[config.mk]
export PLATFORM = sky130hd
export DESIGN_NAME = emergency_lane_arbiter
export DESIGN_NICKNAME = d
export VERILOG_FILES = /design/src/rtl/emergency_lane_arbiter.sv
export SDC_FILE = /design/constraint.sdc
export NUM_CORES = 1
export LEC_CHECK = 0
export CAP_MARGIN = 20
export CORE_UTILIZATION = 53
export CTS_BUF_LIST = sky130_fd_sc_hd__clkbuf_8
export DETAILED_ROUTE_END_ITERATION = 8
export PLACE_DENSITY_LB_ADDON = 0.25
export SLEW_MARGIN = 40
export SYNTH_ARGS = -nofsm -noshare
export SYNTH_HDL_FRONTEND = slang
export SYNTH_SLANG_ARGS = --single-unit
[constraint.sdc]
create_clock -name clk -period 1.88 [get_ports clk]
set_input_delay 0.282 -clock clk [delete_from_list [all_inputs] [get_ports clk]]
set_output_delay 0.282 -clock clk [all_outputs]
set_load 0.02 [all_outputs]
[src/rtl/emergency_lane_arbiter.sv]
// emergency_lane_arbiter: sync/debounce 8 beacons, grant one lane with hold minimum and clearance gap
// Define ROUND_ROBIN_EN for rotating priority; default is lowest-index fixed priority.
module emergency_lane_arbiter #(
  parameter int DEBOUNCE_CYCLES = 4,
  parameter int HOLD_CYCLES = 40,
  parameter int CLEAR_CYCLES = 10
) (
  input  logic       clk,
  input  logic       rst,
  input  logic [7:0] emgRaw,
  output logic       emgSignal,
  output logic [7:0] emgLane,
  output logic       emgPending
);
  typedef enum logic [1:0] {IDLE, GRANT, CLEAR} state_t;
  state_t state, state_n;
  logic [7:0] s1, s2, req, pick, mask, mask_n, lane_n, hold, hold_n, clr, clr_n;
  logic [7:0] cnt [8];
  logic sig_n, pend_n;
  always_ff @(posedge clk) begin
    if (rst) begin
      s1 <= '0;
      s2 <= '0;
      req <= '0;
      for (int i = 0; i < 8; i++) cnt[i] <= '0;
    end else begin
      s1 <= emgRaw;
      s2 <= s1;
      for (int i = 0; i < 8; i++) begin
        if (s2[i] == req[i]) cnt[i] <= '0;
        else if (cnt[i] >= 8'(DEBOUNCE_CYCLES - 1)) begin
          req[i] <= s2[i];
          cnt[i] <= '0;
        end else cnt[i] <= cnt[i] + 8'd1;
      end
    end
  end
`ifdef ROUND_ROBIN_EN
  logic [2:0] ptr, idx, j;
  // Search starts just past the last granted lane and wraps back to it
  always_comb begin
    pick = '0;
    idx = ptr;
    j = '0;
    for (int k = 1; k <= 8; k++) begin
      j = ptr + 3'(k);
      if (pick == '0 && req[j]) begin
        pick = 8'd1 << j;
        idx = j;
      end
    end
  end
  always_ff @(posedge clk) begin
    if (rst) ptr <= 3'd7;
    else if (state == IDLE && |req) ptr <= idx;
  end
`else
  assign pick = req & (~req + 8'd1);
`endif
  always_comb begin
    state_n = state;
    lane_n = emgLane;
    sig_n = emgSignal;
    hold_n = hold;
    clr_n = clr;
    mask_n = mask;
    case (state)
      IDLE: if (|req) begin
        state_n = GRANT;
        lane_n = pick;
        sig_n = 1'b1;
        hold_n = 8'd1;
        mask_n = pick;
      end
      GRANT: begin
        hold_n = hold >= 8'(HOLD_CYCLES) ? hold : hold + 8'd1;
        if (hold >= 8'(HOLD_CYCLES) && !(|(req & emgLane))) begin
          state_n = CLEAR;
          lane_n = '0;
          sig_n = 1'b0;
          clr_n = 8'd1;
        end
      end
      CLEAR: begin
        clr_n = clr + 8'd1;
        if (clr >= 8'(CLEAR_CYCLES)) state_n = IDLE;
      end
      default: state_n = IDLE;
    endcase
    pend_n = state_n == IDLE ? |req : |(req & ~mask_n);
  end
  always_ff @(posedge clk) begin
    if (rst) begin
      state <= IDLE;
      emgLane <= '0;
      emgSignal <= 1'b0;
      emgPending <= 1'b0;
      hold <= '0;
      clr <= '0;
      mask <= '0;
    end else begin
      state <= state_n;
      emgLane <= lane_n;
      emgSignal <= sig_n;
      emgPending <= pend_n;
      hold <= hold_n;
      clr <= clr_n;
      mask <= mask_n;
    end
  end
endmodule

==> summary.txt <==
status: completed
Pleak: 2.33 nW
CP startpoint: req[3]$_SDFFE_PP0N_
Die Wd: 97.2 um
later-pin clock latency in the skew report: 430 ps
vias in the first global route: 3221
Async SR Flop Fraction: 0
Synth Instances: 402
Flop pwr share: 0.558
main flop type after synthesis: edfxtp_1
end of the critical path: emgPending$_SDFF_PP0_
via count: 3270
Synth area leader: edfxtp_1
Clock Sinks: 124
setup_tns: 0 ps
multiplexer share of the synthesized area: 0.00834
Detail Route Antenna Nets: 0
drt first pass iters: 4
sw frac: 0.232
peak supply drop: 0.000478 V
fin. max-slew vios: 0
die height: 97.2 um
Worst R2R End: emgPending$_SDFF_PP0_
fin util: 0.678
Seq/Total Area, Yosys: 0.651
Post-synth EDFFs: 64
Synth Area in Compound Gates: 0.0887
Post-Synth Adder-Cell Area: 0.0334
cell area power density: 920 nW/um2
Crit. End Element: flip-flop
Reg clk slew, reported paths: 70 ps
Post-Synth XOR/XNOR Area: 0.0219
Startpoint Class: flip-flop
clock power share: 0.375
GP Congestion: 0.844
final-layout fill cell count: 680
Total Wirelength: 8.21 mm
top-level port count: 20
Max clock buf depth: 2
Critical Path Most Common Cell: or4_4
H-tree depth: 4
crit-path cells: or4_4 > or4_4 > o211ai_1 > a31oi_1
Core Box Area: 8760 um2
num rows: 34
share of layout cells above drive strength 1: 0.0980
crit-path leading delay family: simple AND/OR/NAND/NOR gates
CP Buf/Inv Count: 0
final hold vios: 0
Hold WC Path Type: input port to flip-flop
Crit Path Max Fanout: 8
Synth top area share: 0.401
first-pass GRT wire length: 14.1 mm
ANT cells: 0
Synth Area per Inst: 11.9 um2
CTS root buf: clkbuf_8
Max Cap Viol: 0
Worst Reg-to-Reg Cells: 4
Synth Area in Simple Gates: 0.167
die area: 9440 um2
top cells by area, synth: edfxtp_1, dfxtp_1, a21oi_1, ha_1, nor2b_1
Via density: 4.89
antenna violations before repair: 0
critical path class: flip-flop to flip-flop
Final HPWL DP: 5.87 mm
# port buffers: 19
unrepaired setup endpoints after global routing: no
multi-input logic area: 1950 um2
R2R Path Start: req[3]$_SDFFE_PP0N_
Reg area: 3120 um2
fin crit share: 0.957
Rel. slew slack: 0.637
drt wl/cell: 12.3 um
CP arrival: 2100 ps
DRT iter0 DRCs: 101
TritonCTS clock tree: built
WP data required: 2190 ps
max incr delay on CP: 590 ps
Setup Fix Bufs, Post-CTS: 0
slowest CP cell: or4_4
R2R Setup Slk: 80 ps
Final #Nets: 570
synthesis-to-layout area growth: 23.8%
CTS-repair resized insts: 0
largest net degree at the start of global routing: 35
Distinct cells, synth: 49
highest clock rate: 556 MHz
Post-Syn Area: 4800 um2
stages on the worst setup path: 4
Starting Density: 0.548
Comb pwr share: 0.067
total global-route track usage: 0.194
Fin Clk Skew: 11.3 ps
Final setup viols: 0
net switching power figure: 1.27 mW
largest family of logic cells by synthesized area: simple AND/OR/NAND/NOR gates
crit path time final: 1800 ps
internal power: 4.19 mW
warning count from the yosys run: 0
CTS hold repair buffers: 0
Slew @ Worst Pin: 544 ps
DR DRC count: 0
#FFs+latches synth: 124
total grt overflow: 0
CTS Buf Count: 17
==> worst reg2reg max path, cell delays in order (launching register included) <==
cell	delay, ps
dfxtp_1	310
or4_4	590
or4_4	460
o211ai_1	220
a31oi_1	100
==> layer usage <==
layer / GRT usage / vias to the layer above / share of wire / wire length [um]
li1: - / 1661 / - / -
met4: 0.0873 / 0 / 0.016 / 135
met1: 0.234 / 1533 / 0.45 / 3690
met3: 0.0597 / 12 / 0.043 / 356
met5: 0 / - / 0 / 0
met2: 0.319 / 64 / 0.49 / 4040
==> cell families after synthesis <==
| logic type | count (synthesis) |
|---|---|
| xor gates and xnor gates | 12 |
| buffers and inverters | 30 |
| AOI/OAI and AO/OA | 67 |
| and+or+nand+nor | 150 |
| adders and majority gates | 13 |
| DFF | 124 |
| muxes | 4 |
| other | 2 |
==> stage by stage <==
step / hold slack, ps / power [mW] / std cells / setup WS (ps) / area [um2]
after global placement: 419 / 3.45 / 637 / 128 / 5590
after CTS: 282 / 5.51 / 669 / 93.8 / 5940
after floorplan: 410 / 3.34 / 512 / 20.8 / 5210
after global routing: 304 / 5.70 / 669 / 18.4 / 5940
after detailed placement: 424 / 3.47 / 637 / 101 / 5590
final: 299 / 5.46 / 669 / 81.6 / 5940
==> power by group through the flow <==
stage               logic, mW  registers (mW)  clock network (mW)
global route            0.409            3.06                2.23
finish                  0.365            3.05                2.05
CTS                     0.359            3.05                2.10
floorplan               0.236            3.10                   0
global placement        0.348            3.10                   0
detailed placement      0.357            3.11                   0
==> how the worst min path moves through the flow <==
| stage | startpoint | end | slack, ps | cells after the start |
|---|---|---|---|---|
| 2_1_floorplan | emgRaw[0] | s1[0]$_SDFF_PP0_ | 410 | 1 |
| 3_3_place_gp | s1[0]$_SDFF_PP0_ | s2[0]$_SDFF_PP0_ | 420 | 1 |
| 3_5_place_dp | s1[1]$_SDFF_PP0_ | s2[1]$_SDFF_PP0_ | 420 | 1 |
| 4_1_cts | rst | s1[6]$_SDFF_PP0_ | 280 | 2 |
| 5_1_grt | rst | s1[6]$_SDFF_PP0_ | 300 | 2 |
| 6_report | rst | s1[6]$_SDFF_PP0_ | 300 | 2 |
==> cell usage after synthesis (2+ instances only) <==
cell	instances
nor3_1	16
nor4_1	19
nor2_1	27
a22oi_1	5
a311oi_1	2
and2_1	2
nor2b_1	19
nand3_1	13
nand4_1	3
conb_1	2
o22ai_1	2
a31oi_1	5
nand2_1	28
mux2i_1	4
buf_6	2
ha_1	12
edfxtp_1	64
nand2b_1	4
buf_2	5
dfxtp_1	60
a211oi_1	4
xnor2_1	10
or4_4	2
and3_1	4
inv_1	8
nor4b_1	8
o21ai_0	6
clkbuf_1	14
xor2_1	2
a41oi_1	2
a21oi_1	30
==> flip-flops by register name (all words and copies together) (netlist names) <==
register / count
clr: 8
hold: 8
emgPending: 1
s1: 8
emgLane: 8
state: 2
req: 8
s2: 8
mask: 8
emgSignal: 1
cnt: 64
==> final cells by class <==
class                           instances  share of cell area
Clock inverter                         14              0.0177
Tap cell                              108              0.0228
Inverter                                8             0.00506
Sequential cell                       124               0.526
Multi-Input combinational cell        358               0.328
Timing Repair Buffer                   39              0.0586
Clock buffer                           18              0.0417
==> layout by cell type, fill, tap and decap left out, types with 5 or more instances in the layout <==
master,Yosys,layout
o21ai_0,6,6
nand3_1,13,13
a22oi_1,5,5
a21oi_1,30,30
buf_4,1,19
nor3_1,16,16
conb_1,2,112
dfxtp_1,60,60
nor4b_1,8,8
a31oi_1,5,5
ha_1,12,12
clkdlybuf4s50_1,0,18
clkbuf_8,0,18
nor4_1,19,19
nor2b_1,19,19
nand2_1,28,28
edfxtp_1,64,64
nor2_1,27,27
xnor2_1,10,10
inv_1,8,9
Note: power is estimated with default switching activity, not from simulation.
